<file path="config.mk">
export PLATFORM = sky130hd
export DESIGN_NAME = boot_loader_flat
export DESIGN_NICKNAME = d
export VERILOG_FILES = /design/src/rtl/boot_loader_if.sv /design/src/rtl/boot_loader.sv /design/src/flat_wrapper.sv
export SDC_FILE = /design/constraint.sdc
export NUM_CORES = 1
export LEC_CHECK = 0
export CAP_MARGIN = 20
export CELL_PAD_IN_SITES_DETAIL_PLACEMENT = 1
export CELL_PAD_IN_SITES_GLOBAL_PLACEMENT = 1
export CORE_MARGIN = 4
export CORE_UTILIZATION = 41
export CTS_CLUSTER_DIAMETER = 60
export DETAILED_ROUTE_END_ITERATION = 12
export PLACE_DENSITY = 0.78
export SLEW_MARGIN = 40
export SYNTH_ARGS = -nofsm -noshare
export SYNTH_HDL_FRONTEND = slang
export SYNTH_SLANG_ARGS = --single-unit
export TNS_END_PERCENT = 100
</file>
<file path="constraint.sdc">
create_clock -name clk -period 2.1 [get_ports clk]
set_clock_uncertainty 0.1 [all_clocks]
set_input_delay 0.42 -clock clk [delete_from_list [all_inputs] [get_ports clk]]
set_output_delay 0.42 -clock clk [all_outputs]
set_load 0.02 [all_outputs]
</file>
<file path="src/rtl/boot_loader_if.sv">
// boot_loader_if: byte-stream upstream handshake plus instruction-memory write port.
interface boot_loader_if #(parameter int ADDR_W = 10);
  logic              in_valid;
  logic [7:0]        in_data;
  logic              in_ready;
  logic              im_we;
  logic [ADDR_W-1:0] im_addr;
  logic [31:0]       im_wdata;
  modport master(output in_valid, in_data, input in_ready, im_we, im_addr, im_wdata);
  modport slave(input in_valid, in_data, output in_ready, im_we, im_addr, im_wdata);
endinterface

</file>
<file path="src/rtl/boot_loader.sv">
// boot_loader: receives a length-prefixed byte stream, writes 32-bit words into
// instruction memory and releases the CPU reset once the whole image is loaded.
module boot_loader #(parameter int ADDR_W = 10) (
  input  logic          clk,
  input  logic          rst,
  boot_loader_if.slave  bus,
  output logic          cpu_rst,
  output logic          done,
  output logic          err
);
  typedef enum logic [2:0] {LEN_HI, LEN_LO, DATA, DONE, ERR} state_t;
  state_t            state_q, state_d;
  logic [15:0]       n_q, n_d, n_full;
  logic [23:0]       asm_q, asm_d;
  logic [1:0]        bcnt_q, bcnt_d;
  logic [ADDR_W-1:0] widx_q, widx_d, im_addr_q, im_addr_d;
  logic [31:0]       im_wdata_q, im_wdata_d;
  logic              in_ready_q, in_ready_d, im_we_q, im_we_d;
  logic              cpu_rst_q, cpu_rst_d, done_q, done_d, err_q, err_d;
  logic              fire, last;
  always_comb begin
    fire       = in_ready_q & bus.in_valid;
    n_full     = {n_q[15:8], bus.in_data};
    last       = (n_q - 16'd1) == 16'(widx_q);
    state_d    = state_q;
    n_d        = n_q;
    asm_d      = asm_q;
    bcnt_d     = bcnt_q;
    widx_d     = widx_q;
    im_addr_d  = im_addr_q;
    im_wdata_d = im_wdata_q;
    im_we_d    = 1'b0;
    case (state_q)
      LEN_HI: if (fire) begin
        n_d     = {bus.in_data, 8'h00};
        state_d = LEN_LO;
      end
      LEN_LO: if (fire) begin
        n_d     = n_full;
        bcnt_d  = 2'd0;
        widx_d  = '0;
        state_d = (n_full == 16'd0) ? DONE :
                  ({1'b0, n_full} > (17'd1 << ADDR_W)) ? ERR : DATA;
      end
      DATA: if (fire) begin
        asm_d  = {asm_q[15:0], bus.in_data};
        bcnt_d = bcnt_q + 2'd1;
        if (bcnt_q == 2'd3) begin
          im_we_d    = 1'b1;
          im_addr_d  = widx_q;
          im_wdata_d = {asm_q, bus.in_data};
          widx_d     = widx_q + ADDR_W'(1);
          state_d    = last ? DONE : DATA;
        end
      end
      default: ;
    endcase
    // outputs are registered from the next state so they line up with state_q
    in_ready_d = state_d inside {LEN_HI, LEN_LO, DATA};
    cpu_rst_d  = cpu_rst_q & (state_q != DONE);
    done_d     = state_d == DONE;
    err_d      = state_d == ERR;
  end
  always_ff @(posedge clk or negedge rst) begin
    if (!rst) begin
      state_q    <= LEN_HI;
      n_q        <= '0;
      asm_q      <= '0;
      bcnt_q     <= '0;
      widx_q     <= '0;
      im_addr_q  <= '0;
      im_wdata_q <= '0;
      im_we_q    <= 1'b0;
      in_ready_q <= 1'b0;
      cpu_rst_q  <= 1'b1;
      done_q     <= 1'b0;
      err_q      <= 1'b0;
    end else begin
      state_q    <= state_d;
      n_q        <= n_d;
      asm_q      <= asm_d;
      bcnt_q     <= bcnt_d;
      widx_q     <= widx_d;
      im_addr_q  <= im_addr_d;
      im_wdata_q <= im_wdata_d;
      im_we_q    <= im_we_d;
      in_ready_q <= in_ready_d;
      cpu_rst_q  <= cpu_rst_d;
      done_q     <= done_d;
      err_q      <= err_d;
    end
  end
  assign bus.in_ready = in_ready_q;
  assign bus.im_we    = im_we_q;
  assign bus.im_addr  = im_addr_q;
  assign bus.im_wdata = im_wdata_q;
  assign cpu_rst      = cpu_rst_q;
  assign done         = done_q;
  assign err          = err_q;
endmodule

</file>
<file path="src/flat_wrapper.sv">
// flat-port wrapper written by rule: the top's interface ports become plain ports
module boot_loader_flat 
#(parameter int ADDR_W = 10)
  (clk, rst, cpu_rst, done, err, bus_in_valid, bus_in_data, bus_in_ready, bus_im_we, bus_im_addr, bus_im_wdata);
  boot_loader_if #(.ADDR_W(ADDR_W)) bus_i ();
  input  logic clk;
  input  logic rst;
  output logic cpu_rst;
  output logic done;
  output logic err;
  input wire logic [$bits(bus_i.in_valid)-1:0] bus_in_valid;
  input wire logic [$bits(bus_i.in_data)-1:0] bus_in_data;
  output wire logic [$bits(bus_i.in_ready)-1:0] bus_in_ready;
  output wire logic [$bits(bus_i.im_we)-1:0] bus_im_we;
  output wire logic [$bits(bus_i.im_addr)-1:0] bus_im_addr;
  output wire logic [$bits(bus_i.im_wdata)-1:0] bus_im_wdata;
  assign bus_i.in_valid = bus_in_valid;
  assign bus_i.in_data = bus_in_data;
  assign bus_in_ready = bus_i.in_ready;
  assign bus_im_we = bus_i.im_we;
  assign bus_im_addr = bus_i.im_addr;
  assign bus_im_wdata = bus_i.im_wdata;
  boot_loader #(.ADDR_W(ADDR_W)) u_core (.clk(clk), .rst(rst), .bus(bus_i), .cpu_rst(cpu_rst), .done(done), .err(err));
endmodule
</file>
==> run metrics, run 1 <==
DRC 0; arrival time worst endpoint between 2 and 2.5 ns; dpl cells slightly below 600; Die Wd 114 microns; final critical path time including I/O delays and setup 2.22 ns; VDD IR max between 0.5 and 0.6 mV; Mapped Area ~4600 sq um; routed length per instance roughly 20 microns; Worst R2R Setup Slack -0.12 ns; Final HPWL DP 8300 microns; Static Leak about 2.8 nW; failing checks setup timing; Top Family by Delay on Critical Path simple AND/OR/NAND/NOR gates; Layout area overhead 30.3%; num ports 58; Max-cap violations 0; initial antenna violation count 0; Post-Layout Cell Count a little under 600; Worst Hold Class flop to flop; CP Launch Type flop; Req. time, crit path roughly 2.3 ns; Total Routed Length 11900 microns; Seq/Total Area, Yosys 0.558; number of synthesized flops with an enable pin 0; Post-Syn Instances 345; Pwr Density 550 nW/um^2; Total GRT Usage 0.198; input/output buffers 57; clock buffer depth 2; clock sink count ~100; Final Power between 0.003 and 0.004 W; status finished, violations left; most frequent cells in the layout dfrtp_1 (100), mux2_2 (75), clkdlybuf4s50_1 (53); syn_nets about 360; first-pass GRT wire length 19800 microns; Pins Over Slew Limit 0; Max Clock Freq approximately 450 MHz; vias per std cell 5.38; dpl ws -0.635 ns; GP Congestion 0.807; layout cells sized above 1 0.385; Syn. warnings 0; largest net degree at the start of global routing 37; via count 3200; drt initial violations 103; Die Span Y ~110 microns; First-pass DRT Iterations 4; DP Area around 5700 sq um; Core Rows 38; Initial Util 0.420; Synth area leader dfrtp_1; Final Cycle Share 1.06; Worst-path clk slew 0.10 ns; unrepaired setup endpoints after global routing yes; number of global-route vias before repair approximately 3700; commonest non-fill, non-tap cell in the layout dfrtp_1; clk root buf clkbuf_8; Critical-path top delay cell dfrtp_1; Clock Latency Late Sink 0.38 ns; Crit. End Element flop; #FFs+latches synth ~100; worst slew pin tran 0.518 ns; total CTS buffers 9; Syn Area/Cell roughly 13 sq um; post-synth top area share 0.553; Max FO, Critical Path 4; Design Area, Final 5960 sq um; Async S/R FF share, synth 1.00; Final WS setup -0.120 ns; final count of negative-setup-slack endpoints 3; Core ar. 10900 sq um; crit path cell chain buf_4 -> nor4_4 -> nand3_2 -> o221ai_2 -> o311ai_2 -> or3_1 -> o21ba_1; Die Area 12900 sq um; unique cell type count in the Yosys netlist 53; Worst path max stage delay between 0.4 and 0.5 ns; Post-layout nets roughly 460; H-tree depth 3; CTS tree built; type of the worst setup path flop to flop; Post-DRT Antenna Nets 0; Ant. Diodes 0; Overflow after GRT 0; Synth area leaders dfrtp_1 (55%), mux2_2 (18%), xnor2_1 (2.5%); Main synth FF type dfrtp_1; Final Hold Viols 0; Slew HR 0.655; WP buf/inv 1
## sequential cells by signal (all words and copies together) (netlist names)
signal               count
u_core.done              1
u_core.bcnt_q            2
u_core.widx_q           10
u_core.asm_q            24
u_core.bus.im_we         1
u_core.bus.in_ready      1
u_core.bus.im_addr      10
u_core.bus.im_wdata     32
u_core.err               1
u_core.n_q              16
u_core.cpu_rst           1
u_core.state_q           3
## cell usage after synthesis (3+ instances only)
library cell	number
mux2_2	75
nand4_1	7
nor3_1	12
xnor2_1	13
inv_1	8
a22o_1	8
a21oi_1	4
clkbuf_1	3
or3_1	4
nor2_1	17
nand3_1	4
nor4_1	3
o21ai_0	7
buf_2	10
ha_1	3
nand2_1	9
nor4_4	3
xor2_1	11
dfrtp_1	101
## layout make-up
class	instances	area (sq um)
multi-input combinational	219	1990
clock buffer	9	124
sequential	102	2550
clock inverter	7	67.6
fill	1088	4930
inverter	8	30.0
timing repair buffer	110	1020
tap	140	175
## metal layers
metal  global-route usage  up-vias  share of wire
met5              0.00784        -              0
met4               0.0929        0          0.028
met3               0.0467       24          0.044
met2                0.329       62           0.50
met1                0.243     1672           0.43
li1                     -     1442              -
## power breakdown
part / switching [W] / leakage, nW / total [W] / internal (W)
sequential: 0 / 1.40 / 0.00196 / 0.00196
combinational: 0.0000614 / 1.29 / 0.0000959 / 0.0000345
clock: 0.000757 / 0.0924 / 0.00122 / 0.000459
## final timing paths
kind	from	end	depth (start not counted)
setup / recovery	u_core.n_q[3]	u_core.bus.in_ready	7
max in group asynchronous	rst	u_core.cpu_rst	3
min in group asynchronous	rst	u_core.asm_q[11]	2
hold reg to reg	u_core.cpu_rst	u_core.cpu_rst	1
hold / removal	u_core.cpu_rst	u_core.cpu_rst	1
setup reg to reg	u_core.n_q[3]	u_core.bus.in_ready	7
## metrics by stage
stage	util	setup TNS, ns	hold WS [ns]
2_1_floorplan	-	-0.0270	0.0244
3_3_place_gp	0.521	-21.23	0.325
3_5_place_dp	0.521	-26.03	0.323
4_1_cts	0.544	-0.304	0.369
5_1_grt	0.547	-0.699	0.379
6_report	0.547	-0.283	0.364
## what timing repair did
| action | CTS | global route |
|---|---|---|
| endpoints found under the setup margin | 32 | 14 |
| buffers inserted | 0 | 0 |
| hold buffers | 1 | 0 |
| resized for setup | 12 | 6 |
| cloned | 0 | 0 |
| pin swaps | 3 | 1 |
| hold endpoints to repair | 34 | 0 |
## worst reg2reg max path, delay by kind of cell (launching register included)
family / cells / cell delay, ns
simple gates: 3 / 0.89
buf+inv: 1 / 0.18
compound gates: 3 / 0.53
flops: 1 / 0.43
## logic make-up after synthesis
kind of cell	after synthesis	synth area share
muxes	76	0.187
adders and majority gates	3	0.00821
AOI/OAI and AO/OA	35	0.0580
buffers and inverters	24	0.0257
DFF	102	0.558
and+or+nand+nor	81	0.117
xor gates and xnor gates	24	0.0460
Power figures use the tool's default switching activity.
==> inputs of run 2 (changes only) <==
ABC_AREA = 1   (was default)
CORE_ASPECT_RATIO = 0.6   (was default)
CORE_UTILIZATION = 37   (was 41)
PLACE_DENSITY = 0.77   (was 0.78)
==> run metrics, run 2 <==
status finished clean; VDD IR max 0.379 mV (-27%); # fillers 1426 (+31%); unrepaired setup endpoints after global routing yes; Die Span Y 93.9 microns (-17%); clock buffer depth 2 (unchanged); Crit path depth 15 (+8); Worst-path clk slew 0.07 ns (-0.03 ns); vias per std cell 5.01 (-6.9%); Static Leak 2.74 nW (-1.3%); arrival time worst endpoint 2.17 ns (-0.22 ns); first-pass GRT wire length 21700 microns (+9.2%); Main synth FF type dfrtp_1; number of global-route vias before repair 4160 (+13%); Initial Util 0.377 (-0.0426); Final Power 0.00373 W (+14%); Layout area overhead 30.8%; Die Area 14200 sq um (+10%); dpl ws -0.205 ns (+0.430 ns); WP buf/inv 3 (+2); area of the multi-input gates 1840 sq um (-7.6%); Mapped Area 4550 sq um (-0.44%); First-pass DRT Iterations 4 (unchanged); Largest register FFs 32 (unchanged); Post-DRT Antenna Nets 0 (unchanged); CTS tree built; Synth area leader dfrtp_1; Worst path max stage delay 0.38 ns (-0.05 ns); highest routed layer met4; Design Area, Final 5950 sq um (about the same); via count 3966 (+24%); Core ar. 12100 sq um (+11%); H-tree depth 3 (unchanged); Seq. cell area 2550 sq um (about the same); Synth area leaders dfrtp_1 (56%), nand2_1 (14%), o21ai_0 (7.5%); most frequent cells in the layout nand2_1 (157), dfrtp_1 (101), o21ai_0 (67); Metal-1 WL 6710 microns (+32%); FF-to-FF End u_core.bus.in_ready; input/output buffers 57 (unchanged); Die Wd 151 microns (+33%); largest net degree at the start of global routing 103 (+180%); Final HPWL DP 9480 microns (+14%); Critical-path top delay cell dfrtp_1; reg-to-reg startpoint u_core.n_q[1]; layout cells sized above 1 0.148 (-0.236); GP Congestion 0.892 (+11%); final critical path time including I/O delays and setup 2.03 ns (-0.185 ns); drt initial violations 263 (+160%); Total GRT Usage 0.197 (-0.00130); Post-Syn Instances 543 (+57%); Max FO, Critical Path 6 (+2); Pwr Density 626 nW/um^2 (+14%); DP Area 5480 sq um (-3.5%); Worst R2R Setup Slack 0.07 ns (+0.19 ns); clock sink count 102 (unchanged); Max Clock Freq 492 MHz (+9.1%); worst slew pin tran 0.557 ns (+0.0395 ns); total CTS buffers 9 (unchanged); Final Cycle Share 0.969 (-0.0881); commonest non-fill, non-tap cell in the layout nand2_1; Syn. warnings 0 (unchanged); Worst Hold Class primary input to asynchronous set/reset pin; unique cell type count in the Yosys netlist 32 (-40%); type of the worst setup path flop to flop; most frequent cell after synthesis nand2_1; Total Routed Length 13400 microns (+13%); CP Launch Type flop; syn_nets 557 (+55%); number of synthesized flops with an enable pin 0 (unchanged); DRC 0 (unchanged); #FFs+latches synth 102 (unchanged); Post-Layout Cell Count 792 (+33%); num ports 58 (unchanged); Pins Over Slew Limit 0 (unchanged); Final WS setup 0.0655 ns (+0.185 ns); Post-synth top cells nand2_1 (167), dfrtp_1 (101), o21ai_0 (68); clk root buf clkbuf_16; wire length on met2 5880 microns (-1.4%); crit path cell chain inv_2 -> buf_6 -> nand3_4 -> nor2_2 -> nand2_1 -> nand2_1 -> nand2_1 -> nor2_1 -> nand2_1 -> nor2_1 -> nand3_1 -> nand2_1 -> nand3_2 -> nand2_1 -> inv_1; Slew HR 0.628 (-0.0263); Async S/R FF share, synth 1.00 (unchanged); dpl cells 774 (+34%); Core Rows 31 (-18%); routed length per instance 17.0 microns (-15%); Seq/Total Area, Yosys 0.561 (+0.00246); Syn Area/Cell 8.39 sq um (-37%); Post-layout nets 637 (+37%); post-synth top area share 0.555 (+0.00243); FF-to-FF path depth 15 (+8); most frequent CP cell nand2_1; Clock Latency Late Sink 0.34 ns (-0.04 ns); Final Hold Viols 0 (unchanged); initial antenna violation count 0 (unchanged); Overflow after GRT 0 (unchanged); final count of negative-setup-slack endpoints 0 (-3); Crit. End Element flop; Ant. Diodes 0 (unchanged); Req. time, crit path 2.24 ns (-0.03 ns); WL met3 635 microns (+23%); Top Family by Delay on Critical Path simple AND/OR/NAND/NOR gates; Max-cap violations 0 (unchanged)
## run 2: changes by cell type in the layout (fill, tap and decap cells not counted), sizes merged, moves of 11 or more
cell	before	now
buf	53	29
nor2	19	44
mux2	75	0
nand2	10	168
xnor2	13	2
o21ai	7	68
inv	11	70
nand3	5	22
## run 2: timing repair
action	4_1_cts	5_1_grt
hold buffers	0	0
buffers inserted	0	3
pin swaps	5	16
gates resized for setup	14	35
endpoints found under the setup margin	4	8
## run 2: cell families (layout without fill, tap and decap cells)
family / Yosys count / count (layout) / synth area share
xor gates and xnor gates: 6 / 6 / 0.0146
and+or+nand+nor: 250 / 250 / 0.228
buffers and inverters: 84 / 168 / 0.0695
DFF: 102 / 102 / 0.561
adders and majority gates: 3 / 3 / 0.00824
AOI/OAI and AO/OA: 98 / 98 / 0.119
## run 2: layout make-up
cell class              instances  share of cell area
clock inverters                 5             0.00967
clock buffers                  10              0.0385
well taps                     165              0.0347
repair buffers                 85               0.137
flip-flops and latches        102               0.429
inverters                      68              0.0433
multi-input cells             357               0.308
## run 2: worst max path at each step
stage	from	to	slack [ns]
2_1_floorplan	u_core.n_q[0]	u_core.bus.in_ready	0.24
3_3_place_gp	bus_in_valid	u_core.widx_q[8]	-0.07
3_5_place_dp	bus_in_valid	u_core.widx_q[4]	-0.20
4_1_cts	u_core.n_q[0]	u_core.bus.in_ready	0.007
5_1_grt	u_core.n_q[2]	u_core.err	-0.08
6_report	u_core.n_q[1]	u_core.bus.in_ready	0.07
## run 2: power breakdown
| group | leakage [nW] | switching [W] | total [W] | internal (W) |
|---|---|---|---|---|
| registers | 1.34 | 0 | 0.00196 | 0.00196 |
| logic | 1.25 | 0.0000593 | 0.0000816 | 0.0000223 |
| clock network | 0.143 | 0.000758 | 0.00168 | 0.000924 |
| total | 2.74 | 0.000818 | 0.00373 | 0.00291 |
## run 2: stage by stage
| stage | hold WS [ns] | setup TNS, ns | util |
|---|---|---|---|
| 2_1_floorplan | 0.0244 | 0 | - |
| 3_3_place_gp | 0.350 | -0.277 | 0.454 |
| 3_5_place_dp | 0.355 | -3.73 | 0.454 |
| 4_1_cts | 0.0642 | 0 | 0.482 |
| 5_1_grt | 0.0743 | -0.264 | 0.494 |
| 6_report | 0.0336 | 0 | 0.494 |
## run 2: metal layers
metal	GRT usage	vias to the layer above
met5	0	-
met2	0.300	94
met4	0.0558	0
met1	0.282	1961
li1	-	1892
met3	0.0424	19
==> RTL change 1 (flow settings as in run 1) <==
Register the output `err` once more; this adds one clock of latency there. The other outputs are not delayed to match.
--- a/src/rtl/boot_loader.sv
+++ b/src/rtl/boot_loader.sv
@@ -98,3 +98,5 @@
   assign done         = done_q;
-  assign err          = err_q;
+  always_ff @(posedge clk) begin
+    err <= err_q;
+  end
 endmodule
Behaviour: not the same (a bounded check fails within 4 cycles, from zero or initial values and one cycle with rst low).
==> RTL change 1 against run 1 <==
The flow still finishes with violations (setup timing). Setup slack worse by 0.11 ns. Final area up 1.1%. Area after synthesis up 0.44%. Sequential cell count up 1. Power up 3.4%. Wire length up 2.5%. Sequential share of layout area down 0.15 points. Critical path type unchanged. Critical endpoint unchanged. Largest power group unchanged. Highest routed layer unchanged.
==> RTL change 1: results <==
export IMPL_path_max_fanout=3
export IMPL_cts_made_buffers=9
export IMPL_post_place_ws_ns=-0.6207
export IMPL_clock_path_buffers=2
export IMPL_grt_pass1_wl_um=19510
export IMPL_setup_viol=3
export IMPL_critPathLaunch="u_core.n_q[0]$_DFFE_PN0P_"
export IMPL_synthTopCellsByCount="dfrtp_1, mux2_2, nor2_1"
export IMPL_routed_wl_um=12170
export IMPL_seq_area_frac_synth=0.5603
export IMPL_drt_iter0_drc=127
export IMPL_portBuffers=57
export IMPL_hold_viol_final=0
export IMPL_r2r_cells=8
export IMPL_synthDistinctLibCells=54
export IMPL_holdWs_ns=0.2603
export IMPL_whs_endpoint="u_core.err$_DFF_P_"
export IMPL_status="complete, but fails checks"
export IMPL_n_antenna_cell=0
export IMPL_crit_arrival_ns=2.50
export IMPL_worst_slack_ns=-0.2264
export IMPL_dp_hpwl_um=8476
export IMPL_drt_pass1_iterations=4
export IMPL_tns_ns=-0.5359
export IMPL_vias_per_cell=5.362
export IMPL_gp_congestion=0.8284
export IMPL_vdd_drop_max_mv=0.3579
export IMPL_grt_pass1_vias=3639
export IMPL_synth_area_top_cells="dfrtp_1, mux2_2, xnor2_1"
export IMPL_hp_start="u_core.err_q$_DFF_PN0_"
export IMPL_worstSkewPairLatency_ns=0.38
export IMPL_holdPathStages=0
export IMPL_cts_root_buf="clkbuf_8"
export IMPL_finalNetCount=471
export IMPL_hp_class="reg2reg"
export IMPL_violations="setup timing"
export IMPL_antenna_found_initial=0
export IMPL_grt_max_degree=33
export IMPL_placedCellCount=582
export IMPL_place_area_um2=5720
export IMPL_clk_pin_slew_ns=0.10
export IMPL_synthArstFlopShare=0.9903
export IMPL_leakage_nw=2.829
export IMPL_syn_nets=360
export IMPL_layout_drive_gt1_share=0.3831
export IMPL_final_cells=602
export IMPL_grt_usage=0.1929
export IMPL_ys_warnings_count=0
export IMPL_internal_power_mw=2.590
export IMPL_worstMarginPinSlew_ns=0.4090
export IMPL_largest_reg_flops=32
export IMPL_htreeDepth=3
export IMPL_crit_end="u_core.bus.in_ready$_DFF_PN0_"
export IMPL_syn_area_per_cell_um2=13.28
==> RTL change 1: routing by layer <==
| layer | wire [um] | share of wire | track usage |
|---|---|---|---|
| met1 | 5213 | 0.43 | 0.2408 |
| met2 | 6256 | 0.51 | 0.3333 |
| met3 | 582 | 0.048 | 0.05040 |
| met4 | 114 | 0.0094 | 0.05146 |
| met5 | 0 | 0 | 0 |
==> RTL change 1: layout make-up <==
cell class	instances	area, um2
Timing Repair Buffer	116	1071
Tap cell	140	175.2
Fill cell	1073	4863
Inverter	8	30.03
Clock inverter	6	72.57
Multi-Input combinational cell	219	1974
Clock buffer	10	127.6
Sequential cell	103	2574
==> RTL change 1: critical path, cell delays in order (launching register included) <==
cell and delay [ns]:
dfrtp_1 0.44, buf_4 0.17, or4_4 0.51, buf_4 0.17
nor2_2 0.09, xnor2_1 0.09, nor3_1 0.19, o2111ai_2 0.22
o21ba_1 0.24
==> RTL change 1: cell families (layout without fill, tap and decap cells) <==
group / count (synthesis) / count (layout) / synth area share
DFF: 103 / 103 / 0.5603
and+or+nand+nor: 81 / 81 / 0.1163
muxes: 76 / 76 / 0.1861
AOI/OAI and AO/OA: 35 / 35 / 0.05775
xor gates and xnor gates: 24 / 24 / 0.04576
buffers and inverters: 24 / 140 / 0.02561
adders and majority gates: 3 / 3 / 0.008173
==> RTL change 1: power groups by stage <==
stage                     registers, mW  logic (mW)  clock network [mW]
after global routing               1.98       0.106                1.44
after CTS                          1.98      0.0982                1.35
after floorplan                    2.02     0.00140                   0
after detailed placement           2.02      0.0981                   0
after global placement             2.02      0.0948                   0
final                              1.98      0.0946                1.31
==> RTL change 1: timing repair <==
action	in CTS	in global routing
gates resized for setup	11	6
hold buffers	1	0
pin swaps	4	2
setup endpoints to repair	31	37
hold endpoints to repair	24	0
setup buffers	0	3
==> RTL change 2 (flow settings as in run 1) <==
Made on the original files. `ADDR_W` is set to 10 in 3 places; all go to 12.
--- a/src/rtl/boot_loader_if.sv
+++ b/src/rtl/boot_loader_if.sv
@@ -1,3 +1,3 @@
 // boot_loader_if: byte-stream upstream handshake plus instruction-memory write port.
-interface boot_loader_if #(parameter int ADDR_W = 10);
+interface boot_loader_if #(parameter int ADDR_W = 12);
   logic              in_valid;
--- a/src/rtl/boot_loader.sv
+++ b/src/rtl/boot_loader.sv
@@ -2,3 +2,3 @@
 // instruction memory and releases the CPU reset once the whole image is loaded.
-module boot_loader #(parameter int ADDR_W = 10) (
+module boot_loader #(parameter int ADDR_W = 12) (
   input  logic          clk,
--- a/src/flat_wrapper.sv
+++ b/src/flat_wrapper.sv
@@ -2,3 +2,3 @@
 module boot_loader_flat 
-#(parameter int ADDR_W = 10)
+#(parameter int ADDR_W = 12)
   (clk, rst, cpu_rst, done, err, bus_in_valid, bus_in_data, bus_in_ready, bus_im_we, bus_im_addr, bus_im_wdata);
Ports: changed (resized bus_im_addr); port bits go from 58 to 60. No check against the original RTL was run, so the function may have changed too.
==> RTL change 2 against run 1 <==
The run still ends with setup timing left. First-iteration DRC count fell by 3.9%. Maximum frequency rose by 2.8%. Wire length is 5.1% lower. Final area grew 2.4%. Core utilization is 0.80 points higher. Sequential cell count rose by 4. Power grew 15%. Sequential share of layout area increased by 0.64 points. Hold slack got worse by 0.0060 ns. Setup slack improved by 0.060 ns. Area after synthesis increased by 2.4%. Combinational power decreased by 0.4%. Critical path type unchanged.
==> RTL change 2: results <==
export IMPL_crit_family="compound AO/OA/AOI/OAI gates"
export IMPL_routed_wl_um=11270
export IMPL_dp_hpwl_um=8076
export IMPL_path_max_fanout=3
export IMPL_synthMuxAreaShare=0.1874
export IMPL_vdd_drop_max_mv=0.4113
export IMPL_setup_viol=2
export IMPL_grt_pass1_vias=3590
export IMPL_tns_ns=-0.1064
export IMPL_syn_area_per_cell_um2=12.97
export IMPL_clk_pin_slew_ns=0.07
export IMPL_holdWs_ns=0.3583
export IMPL_grt_max_degree=56
export IMPL_grt_pass1_wl_um=18840
export IMPL_ff_latch_area_um2=2654
export IMPL_grt_usage=0.1804
export IMPL_grt_util_met3=0.03421
export IMPL_synth_area_top_cells="dfrtp_1, mux2_2, xnor2_1"
export IMPL_status="complete, but fails checks"
export IMPL_p_comb_frac=0.025
export IMPL_postCtsSetupBuffers=1
export IMPL_worst_slack_ns=-0.05995
export IMPL_violations="setup timing"
export IMPL_die_x_um=114.8
export IMPL_clkbuf_count=10
## RTL change 2: cell types whose count changed after synthesis, sizes merged, moves of 4 or more
| cell | change |
|---|---|
| nand2 | +13 |
| a22o | -8 |
| nor3 | -6 |
| o21ai | +6 |
| dfrtp | +4 |
| nor4 | -4 |
## RTL change 2: path summary, 6_finish.rpt
check / start / cells past startpoint / endpoint
worst max-delay path: u_core.n_q[1]$_DFFE_PN0P_ / 7 / u_core.done$_DFF_PN0_
worst min-delay path: u_core.cpu_rst$_DFF_PN1_ / 2 / u_core.cpu_rst$_DFF_PN1_
worst max register to register: u_core.n_q[1]$_DFFE_PN0P_ / 7 / u_core.done$_DFF_PN0_
worst min register to register: u_core.cpu_rst$_DFF_PN1_ / 2 / u_core.cpu_rst$_DFF_PN1_
max in group asynchronous: rst / 3 / u_core.cpu_rst$_DFF_PN1_
min in group asynchronous: rst / 3 / u_core.bus.im_addr[2]$_DFFE_PN0P_
